<file path="src/rtl/mul_acc_pkg.sv">
// mul_acc_pkg: shared defaults and FSM state encoding for the shift-add multiply-accumulate unit.
package mul_acc_pkg;
    localparam int WIDTH_DEF = 32;
    localparam int CNT_W_DEF = 5;
    typedef enum logic [1:0] {IDLE, RUN, FIN} state_e;
endpackage

</file>
<file path="src/rtl/mul_acc_datapath.sv">
// mul_acc_datapath: operand shift registers, accumulator, adder and iteration counter.
module mul_acc_datapath
    import mul_acc_pkg::*;
#(
    parameter int WIDTH = WIDTH_DEF,
    parameter int CNT_W = CNT_W_DEF
) (
    input  logic             clk,
    input  logic             rst,
    input  logic             load,
    input  logic             step,
    input  logic             acc_sel,
    input  logic [WIDTH-1:0] opa,
    input  logic [WIDTH-1:0] opb,
    input  logic [WIDTH-1:0] opc,
    output logic [WIDTH-1:0] sum,
    output logic             last
);
    logic [WIDTH-1:0] mcand_q, mcand_d, mplr_q, mplr_d, acc_q, acc_d;
    logic [CNT_W-1:0] cnt_q, cnt_d;
    always_comb begin
        sum     = acc_q + (mplr_q[0] ? mcand_q : '0);
        last    = cnt_q == CNT_W'(WIDTH - 1);
        mcand_d = load ? opa : step ? mcand_q << 1 : mcand_q;
        mplr_d  = load ? opb : step ? mplr_q >> 1 : mplr_q;
        acc_d   = load ? (acc_sel ? opc : '0) : step ? sum : acc_q;
        cnt_d   = load ? '0 : step ? cnt_q + 1'b1 : cnt_q;
    end
    always_ff @(posedge clk) begin
        if (rst) begin
            mcand_q <= '0;
            mplr_q  <= '0;
            acc_q   <= '0;
            cnt_q   <= '0;
        end else begin
            mcand_q <= mcand_d;
            mplr_q  <= mplr_d;
            acc_q   <= acc_d;
            cnt_q   <= cnt_d;
        end
    end
endmodule

</file>
<file path="src/rtl/mul_acc_unit.sv">
// mul_acc_unit: fixed-latency MUL/MLA unit, IDLE/RUN/FIN control around a shift-add datapath.
module mul_acc_unit
    import mul_acc_pkg::*;
#(
    parameter int WIDTH = WIDTH_DEF,
    parameter int CNT_W = CNT_W_DEF
) (
    input  logic             CLK,
    input  logic             RESET,
    input  logic             START,
    input  logic             ACC,
    input  logic             ABORT,
    input  logic [WIDTH-1:0] OPA,
    input  logic [WIDTH-1:0] OPB,
    input  logic [WIDTH-1:0] OPC,
    output logic [WIDTH-1:0] RESULT,
    output logic             N,
    output logic             Z,
    output logic             BUSY,
    output logic             DONE
);
    state_e           state_q, state_d;
    logic [WIDTH-1:0] result_q, result_d, sum;
    logic             n_q, n_d, z_q, z_d, busy_q, busy_d, done_q, done_d;
    logic             load, step, last, finish;

    mul_acc_datapath #(.WIDTH(WIDTH), .CNT_W(CNT_W)) u_dp (
        .clk(CLK), .rst(RESET), .load(load), .step(step), .acc_sel(ACC),
        .opa(OPA), .opb(OPB), .opc(OPC), .sum(sum), .last(last)
    );

    // The final iteration's sum is captured directly on the edge that enters FIN.
    always_comb begin
        load     = state_q == IDLE && START;
        step     = state_q == RUN;
        finish   = step && !ABORT && last;
        state_d  = state_q == IDLE ? (START ? RUN : IDLE) :
                   state_q == RUN  ? (ABORT ? IDLE : last ? FIN : RUN) : IDLE;
        result_d = finish ? sum : result_q;
        n_d      = finish ? sum[WIDTH-1] : n_q;
        z_d      = finish ? sum == '0 : z_q;
        busy_d   = state_d != IDLE;
        done_d   = state_d == FIN;
    end

    always_ff @(posedge CLK) begin
        if (RESET) begin
            state_q  <= IDLE;
            result_q <= '0;
            n_q      <= 1'b0;
            z_q      <= 1'b1;
            busy_q   <= 1'b0;
            done_q   <= 1'b0;
        end else begin
            state_q  <= state_d;
            result_q <= result_d;
            n_q      <= n_d;
            z_q      <= z_d;
            busy_q   <= busy_d;
            done_q   <= done_d;
        end
    end

    assign RESULT = result_q;
    assign N      = n_q;
    assign Z      = z_q;
    assign BUSY   = busy_q;
    assign DONE   = done_q;
endmodule

</file>
<file path="config.mk">
export PLATFORM = sky130hd
export DESIGN_NAME = mul_acc_unit
export DESIGN_NICKNAME = d
export VERILOG_FILES = /design/src/rtl/mul_acc_pkg.sv /design/src/rtl/mul_acc_datapath.sv /design/src/rtl/mul_acc_unit.sv
export SDC_FILE = /design/constraint.sdc
export NUM_CORES = 1
export LEC_CHECK = 0
export BUFFER_PORTS_ARGS = -buffer_cell sky130_fd_sc_hd__buf_2
export CORE_UTILIZATION = 52
export DETAILED_ROUTE_END_ITERATION = 10
export PLACE_DENSITY_LB_ADDON = 0.25
export SYNTH_ARGS = -nofsm -noshare
export SYNTH_HDL_FRONTEND = slang
export SYNTH_SLANG_ARGS = --single-unit
</file>
<file path="constraint.sdc">
create_clock -name CLK -period 4.5 [get_ports CLK]
set_clock_uncertainty 0.05 [all_clocks]
set_input_delay 0.225 -clock CLK [delete_from_list [all_inputs] [get_ports CLK]]
set_output_delay 0.225 -clock CLK [all_outputs]
set_load 0.02 [all_outputs]
</file>
=== Word-level counts from Yosys, hierarchy flattened ===
Cells that the tools add are included.

* Equal/unequal tests: 3
* Muxes and demuxes: 13
* Reduce and logical (&&, ||, !) cells: 9
* Add/subtract/negate cells: 2

{| class="wikitable"
|+ Operator list
! operator !! number
|-
| two-way mux 32 bit || 8
|-
| adder 32 bit || 1
|-
| logical NOT 32 bit || 1
|-
| two-way mux 2 bit || 4
|-
| adder 5 x 1 -> 5 bit, second input constant || 1
|-
| equality test 5 bit, second input constant || 1
|-
| nonzero test 2 bit || 2
|-
| logical AND 1 bit || 3
|-
| equality test 2 x 1 -> 1 bit, second input constant || 1
|-
| equality test 2 bit, second input constant || 1
|-
| logical NOT 2 bit || 1
|-
| OR reduction 2 bit || 1
|-
| logical NOT 1 bit || 1
|-
| two-way mux 1 bit || 1
|}

* Bits in registers: 139
* Output and inout port bits: 36
* Logic and storage cells: 37

=== Logic depth before layout (Yosys ltp) ===
Gate-level depths: netlist of run 1.

* Depth in word-level cells: 6
* Mapped depth: 14
* Mapped depth without buffers: 13

=== Cells and area by module ===
Synthesis of run 1 repeated with hierarchy kept, for this count alone.

* Cells, all modules: 1011
* Area, all modules: 7970.1 um2

{| class="wikitable"
|+ Modules (own cells, without submodules)
! module !! cells an instance !! instances !! area each (um2)
|-
| mul_acc_datapath || 842 || 1 || 6572.6
|-
| mul_acc_unit || 169 || 1 || 1397.6
|}

=== Worst setup path after synthesis of run 1 ===
OpenSTA, ideal clock, no wires.

* Path kind: register to register
* Start point: reg u_dp.mplr_q[0]
* End point: reg z_q, in the netlist Z
* Setup time: 0.069 ns
* Setup slack: 0.923 ns
* Period minus slack after synthesis: 3.577 ns
* Required time: 4.381 ns
* Cell stages (with the launch flop): 15
* Data arrival time: 3.458 ns
* Path through: dfxtp_1 clkbuf_1 and2_1 ha_1 fa_1 a21o_1 a221o_1 a221oi_4 o31ai_2 xor2_1 nor4_2 nand4bb_1 nor4_1 or4b_1 o21ai_1

* Longest elaborated chain between the ends: 3

{| class="wikitable"
|+ RTL lines
! item !! line !! text
|-
| from (decl) || mul_acc_datapath.sv:19 || <nowiki>logic [WIDTH-1:0] mcand_q, mcand_d, mplr_q, mplr_d, acc_q, acc_d;</nowiki>
|-
| from (signal assigned) || mul_acc_datapath.sv:37 || <nowiki>mplr_q <= mplr_d;</nowiki>
|-
| two-way mux 32 bit || mul_acc_datapath.sv:22 || <nowiki>sum = acc_q + (mplr_q[0] ? mcand_q : '0);</nowiki>
|-
| adder 32 bit || mul_acc_datapath.sv:22 ||
|-
| logical NOT 32 bit || mul_acc_unit.sv:41 || <nowiki>z_d = finish ? sum == '0 : z_q;</nowiki>
|-
| to (signal assigned) || mul_acc_unit.sv:58 || <nowiki>z_q <= z_d;</nowiki>
|-
| to (decl) || mul_acc_unit.sv:24 || <nowiki>logic n_q, n_d, z_q, z_d, busy_q, busy_d, done_q, done_d;</nowiki>
|}

No other way between the ends.
A chain may end at the register's enable or synchronous reset.

=== Worst setup path in the final report of run 1 ===
Ends and elaborated chain as after synthesis.

==> results of run 1 <==
[area by class of cell]
cell class / instances / area (sq um)
clock buffers: 17 / 425
clock inverters: 15 / 191
fillers: 1337 / 5250
inverters: 10 / 37.5
multi-input cells: 795 / 4640
flip-flops and latches: 138 / 2760
well taps: 184 / 230
repair buffers: 169 / 998
[worst reg2reg max path: stages (launching register included)]
cell       delay, ns
dfxtp_1         0.87
and2_1          0.24
ha_1            0.30
nand2_1         0.17
nor3_1          0.38
nand4_1         0.22
a31oi_2         0.29
o2111ai_1       0.14
a211oi_1        0.46
nand4b_1        0.14
nor4_1          0.25
or4b_1          0.45
o21ai_1         0.14
[cells in the mapped netlist (7+ instances only)]
library cell | instances | share of area, %
a211oi_1 | 8 | 0.78
a21o_1 | 16 | 1.6
a21oi_1 | 56 | 3.6
a22oi_1 | 8 | 0.78
a311oi_1 | 79 | 8.9
a31oi_1 | 9 | 0.73
and2_1 | 34 | 2.7
clkbuf_1 | 69 | 3.3
dfxtp_1 | 138 | 36
ha_1 | 33 | 5.3
inv_1 | 10 | 0.49
nand2_1 | 200 | 9.7
nand3_1 | 40 | 2.6
nand4_1 | 7 | 0.57
nor2_1 | 146 | 7.1
nor3_1 | 16 | 1.0
o211ai_1 | 14 | 1.4
o21ai_0 | 25 | 1.6
xnor2_1 | 10 | 1.1
xor2_1 | 14 | 1.6
[per-stage QoR]
stage               area (sq um)  power [mW]
floorplan                   7740        1.72
global placement            8450        1.87
detailed placement          8450        1.88
CTS                         9290        3.35
global route                9290        3.48
finish                      9290        3.34
[logic make-up (layout without fill, tap and decap cells)]
group	Yosys count	in the layout
adder cells (fa/ha/maj)	34	34
XOR/XNOR	24	24
AND/OR/NAND/NOR	476	476
AO/OA/AOI/OAI	257	257
flip-flops	138	138
buffers and inverters	89	211
multiplexers	4	4
[state kept, by name, summed over array words and instances, names as in the netlist]
signal / cells
u_dp.mcand_q: 32
RESULT: 32
u_dp.mplr_q: 32
u_dp.cnt_q: 5
DONE: 1
BUSY: 1
u_dp.acc_q: 32
state_q: 2
Z: 1
[metal layers]
metal / share of wire (%) / GRT usage [%] / routed length [microns] / vias to the layer above
li1: - / - / - / 3877
met1: 48 / 40.1 / 10200 / 3575
met2: 43 / 43.4 / 9140 / 258
met3: 7.4 / 6.87 / 1560 / 17
met4: 1.1 / 7.89 / 242 / 0
met5: 0 / 0 / 0 / -
[how the worst max path moves through the flow]
stage                              start  endpoint  slack, ns  depth (start not counted)
final                     u_dp.mplr_q[0]         Z       0.33                         12
after global routing      u_dp.mplr_q[0]         Z       0.02                         12
after CTS                 u_dp.mplr_q[0]         Z       0.37                         13
after detailed placement  u_dp.mplr_q[0]         Z       0.41                         13
after global placement    u_dp.mplr_q[0]         Z       0.52                         13
after floorplan           u_dp.mplr_q[0]         Z       0.92                         14
[power by group through the flow]
stage	Clock (mW)	Combinational (mW)	Sequential, mW
global route	1.54	0.578	1.36
CTS	1.48	0.516	1.35
floorplan	0	0.363	1.36
detailed placement	0	0.499	1.38
global placement	0	0.493	1.38
finish	1.46	0.520	1.35
==> flow_metrics.py, run 1 <==
metrics = {
    "cts": {
        "path_clk_slew_ns": 0.06,
        "cts-resized-gates": 0,
        "ctsRootBufferMaster": "clkbuf_16",
        "cts_inserted_buffers": 17,
        "clk-insertion-delay-late_ns": 0.43,
        "htreeDepth": 4,
        "cts.sinks": 138,
        "ctsLongestPathBuffers": 2,
        "cts-hold-fix-buffers": 22,
        "post_cts_buffers": 0,
        "cts_tree": "built",
    },
    "critical_path": {
        "timing.critical_path.buf_inv": 0,
        "cp.arrival_ns": 4.49,
        "path_max_fanout": 28,
        "rr_worst_depth": 12,
        "worstPathCellList": "and2_1 > ha_1 > nand2_1 > nor3_1 > nand4_1 > a31oi_2 > o2111ai_1 > a211oi_1 > nand4b_1 > nor4_1 > or4b_1 > o21ai_1",
        "cpPeakStageDelay_ns": 0.87,
        "reg2reg_from": "u_dp.mplr_q[0]",
        "reg2reg_slack_ns": 0.33,
        "startpoint_type": "register",
        "worstSetupPathType": "register to register",
        "cpLargestDelayFamily": "simple AND/OR/NAND/NOR gates",
        "cp.required_ns": 4.81,
        "reg2reg_to": "Z",
        "crit_slowest_cell": "dfxtp_1",
        "crit_path_end_kind": "register",
    },
    "yosys": {
        "syn_nets": 1157,
        "synth_compound_area_share_pct": 24.2,
        "yosysWarningCount": 0,
        "syn-cell-area_sq_um": 7740,
        "synth_flop_cell": "dfxtp_1",
        "synthMuxAreaShare_pct": 0.517,
        "ys_ff_latch": 138,
        "async_flop_share_pct": 0,
        "ys_types": 68,
        "synth_fa_ha_area_share_pct": 5.59,
        "synth_edf_count": 0,
        "synth_top_family_by_area": "simple AND/OR/NAND/NOR gates",
        "netlist_instances": 1022,
        "synth_seq_area_share_pct": 35.7,
        "yosys.area_share.simple_pct": 26.8,
        "synthXorXnorAreaFrac_pct": 2.72,
        "avgSynthCellArea_sq_um": 7.57,
    },
    "route": {
        "drt_iter0_drc": 645,
        "vias": 7727,
        "wl_microns": 21200,
        "via_per_inst": 5.82,
        "wl_per_cell_microns": 15.9,
        "ant_nets": 0,
        "dr.pass1.iters": 7,
        "drc": 0,
    },
    "layout": {
        "final_common_cell": "nand2_1",
        "drive_gt1_share_pct": 16.8,
        "final_cell_mix": "199 x nand2_1, 145 x nor2_1, 138 x dfxtp_1",
        "stdcell_count": 1328,
        "fin_nets": 1266,
        "antennaDiodeCount": 0,
        "syn2layout_area_growth_pct": 20.0,
        "final_util_pct": 63.9,
    },
    "place": {
        "pre_cts_slack_ns": 0.414,
        "dp_hpwl_microns": 14800,
        "dp.cells": 1274,
        "gp_congestion": 0.935,
        "place.port_buffers": 136,
    },
    "power_and_ir_drop": {
        "p_switching_mw": 0.952,
        "ir_drop_mv": 0.296,
        "p_seq_share_pct": 40.6,
        "swShare_pct": 28.5,
        "p_per_area_nw_per_um2": 359,
        "pwr-share-comb_pct": 15.6,
        "clkPwrFrac_pct": 43.8,
        "leakagePower_nw": 3.96,
        "p_int_mw": 2.38,
    },
    "grt": {
        "grt_max_degree": 111,
        "antenna_found_initial": 0,
        "grt_pass1_vias": 6869,
        "grt_usage_pct": 28.6,
        "grt_pass1_wl_microns": 34200,
        "overflow": 0,
    },
    "min_path": {
        "hold_path_class": "input port to register",
        "whs_endpoint": "u_dp.mplr_q[26]",
        "worst_hold_path.num_cells": 3,
        "hp-start": "OPB[26]",
    },
    "die": {
        "coreArea_sq_um": 14500,
        "boundaryPins": 137,
        "row_count": 44,
        "die_h_microns": 124,
        "dieWidth_microns": 124,
        "die-area_sq_um": 15400,
        "start_util_pct": 53.2,
    },
    "timing": {
        "fin_tns_setup_ns": 0,
        "rsz0062_at_grt": "no",
        "fin_hold_ws_ns": 0.00298,
        "final_hold_viol_count": 0,
        "timing.final.setup_violations": 0,
        "slew_headroom_pct": 33.2,
        "fin_crit_sh_pct": 92.7,
        "layout_setup_ws_ns": 0.327,
        "fmax_mhz": 240,
        "drv_slew": 0,
        "tightest_slew_ns": 1.00,
        "period_needed_ns": 4.17,
    },
    "run_status": {
        "status": "complete, no violations",
    },
    "run": {
        "drv_cap": 0,
    },
}
Power figures use the tool's default switching activity.
==> run 2: changes to the inputs <==
- CORE_UTILIZATION: 52 -> 45
==> run 2 against run 1 <==
  * Cell area is 1.1% lower
  * Via count is 0.97% lower
  * Register-to-register slack better by 0.09 ns
  * Utilization is 8.9 points lower
  * Critical endpoint unchanged
==> flow_metrics.py, run 2 (synthesized netlist as in run 1, its figures left out) <==
metrics = {
    "grt": {
        "grt_pass1_wl_microns": 35300,
        "grt_max_degree": 159,
        "grt_usage_pct": 24.9,
        "overflow": 0,
        "antenna_found_initial": 0,
        "grt_pass1_vias": 6935,
    },
    "min_path": {
        "hp-start": "OPB[30]",
        "worst_hold_path.num_cells": 3,
        "whs_endpoint": "u_dp.mplr_q[30]",
        "hold_path_class": "input port to register",
    },
    "cts": {
        "ctsLongestPathBuffers": 2,
        "post_cts_buffers": 0,
        "htreeDepth": 4,
        "clk-insertion-delay-late_ns": 0.43,
        "cts_tree": "built",
        "cts_inserted_buffers": 17,
        "path_clk_slew_ns": 0.06,
        "ctsRootBufferMaster": "clkbuf_16",
        "cts.sinks": 138,
    },
    "layout": {
        "stdcell_count": 1350,
        "ff_latch_area_sq_um": 2760,
        "antennaDiodeCount": 0,
        "multiInputGateArea_sq_um": 4640,
        "nFillCells": 1650,
        "final_cell_mix": "199 x nand2_1, 145 x nor2_1, 138 x dfxtp_1",
        "syn2layout_area_growth_pct": 18.7,
        "final_cell_area_sq_um": 9190,
        "drive_gt1_share_pct": 16.9,
        "fin_nets": 1252,
        "final_common_cell": "nand2_1",
    },
    "place": {
        "dp_hpwl_microns": 15100,
        "dp.cells": 1310,
        "place.port_buffers": 136,
        "gp_congestion": 0.929,
        "placed_area_sq_um": 8490,
    },
    "critical_path": {
        "reg2reg_from": "u_dp.mplr_q[0]",
        "cp.arrival_ns": 4.38,
        "worstSetupPathType": "register to register",
        "cp.required_ns": 4.80,
        "worstPathCellList": "and2_1 > ha_1 > fa_1 > a21o_1 > a221o_1 > a221oi_4 > o31ai_2 > xor2_1 > nor4_2 > nand4bb_1 > nor4_1 > or4b_1 > o21ai_1",
        "cpPeakStageDelay_ns": 0.55,
        "cpLargestDelayFamily": "simple AND/OR/NAND/NOR gates",
        "timing.critical_path.buf_inv": 0,
        "reg2reg_slack_ns": 0.42,
        "reg2reg_to": "Z",
        "rr_worst_depth": 13,
        "startpoint_type": "register",
        "crit_path_end_kind": "register",
        "path_max_fanout": 27,
        "crit_slowest_cell": "dfxtp_1",
    },
    "route": {
        "wl_per_cell_microns": 16.0,
        "dr.pass1.iters": 5,
        "drt_iter0_drc": 589,
        "wl_microns": 21500,
        "via_per_inst": 5.67,
        "vias": 7652,
        "ant_nets": 0,
        "drc": 0,
    },
    "power_and_ir_drop": {
        "p_per_area_nw_per_um2": 360,
        "finalPower_mw": 3.31,
        "leakagePower_nw": 3.89,
        "ir_drop_mv": 0.277,
    },
    "die": {
        "row_count": 47,
        "start_util_pct": 46.3,
        "die_h_microns": 133,
        "coreArea_sq_um": 16700,
        "boundaryPins": 137,
        "die-area_sq_um": 17700,
        "dieWidth_microns": 133,
    },
    "timing": {
        "fin_crit_sh_pct": 90.7,
        "fin_tns_setup_ns": 0,
        "rsz0062_at_grt": "no",
        "tightest_slew_ns": 1.04,
        "timing.final.setup_violations": 0,
        "slew_headroom_pct": 30.9,
        "final_hold_viol_count": 0,
        "fmax_mhz": 245,
        "period_needed_ns": 4.08,
        "drv_slew": 0,
    },
    "run_status": {
        "status": "complete, no violations",
    },
    "run": {
        "drv_cap": 0,
    },
}
[run 2: cell count changes in the layout (fill, tap and decap cells not counted), sizes merged]
cell / previous run / this run
dlygate4sd3: 22 / 8
clkbuf: 17 / 19
inv: 15 / 13
clkinv: 3 / 2
clkinvlp: 4 / 5
[run 2: worst max path at each step]
stage                               from  endpoint  slack [ns]  depth (start not counted)
final                     u_dp.mplr_q[0]         Z        0.42                         13
after global routing      u_dp.mplr_q[0]         Z        0.08                         13
after CTS                 u_dp.mplr_q[0]         Z        0.42                         13
after detailed placement  u_dp.mplr_q[0]         Z        0.45                         13
after global placement    u_dp.mplr_q[0]         Z        0.50                         13
after floorplan           u_dp.mplr_q[0]         Z        0.92                         14
[run 2: per-layer routing]
layer	vias to the layer above	routed length, microns	global-route usage [%]
li1	3851	-	-
met1	3534	10600	35.4
met2	246	9100	37.1
met3	21	1560	5.94
met4	0	262	7.26
met5	-	0	0
[run 2: tightest hold or removal path, delay by kind of cell]
kind	cells	cell delay [ns]
and+or+nand+nor	1	0.05
AOI/OAI and AO/OA	1	0.08
buffers and inverters	1	0.09
[run 2: power by group]
part           internal [mW]  leakage (nW)  total [mW]  switching [mW]
sequential              1.30          1.13        1.35          0.0544
clock                  0.890         0.283        1.44           0.551
combinational          0.195          2.48       0.515           0.320
[run 2: per-stage QoR]
| stage | worst slack [ns] | util, % | hold slack (ns) |
|---|---|---|---|
| 2_1_floorplan | 0.923 | - | 0.334 |
| 3_3_place_gp | 0.502 | 50.9 | 0.391 |
| 3_5_place_dp | 0.451 | 50.9 | 0.395 |
| 4_1_cts | 0.417 | 55.0 | 0.000330 |
| 5_1_grt | 0.0815 | 55.0 | 0.0104 |
| 6_report | 0.420 | 55.0 | 0.0104 |
[run 2: timing repair]
| item | 4_1_cts | 5_1_grt |
|---|---|---|
| hold buffers | 8 | 0 |
| gates resized for setup | 0 | 0 |
| hold endpoints to repair | 8 | 0 |
| endpoints found under the setup margin | 0 | 0 |
[run 2: cell type report]
cell class | instances | area share (%)
repair buffers | 155 | 9.34
well taps | 220 | 3.00
inverters | 10 | 0.409
flip-flops and latches | 138 | 30.1
multi-input cells | 795 | 50.5
clock inverters | 13 | 1.83
clock buffers | 19 | 4.82
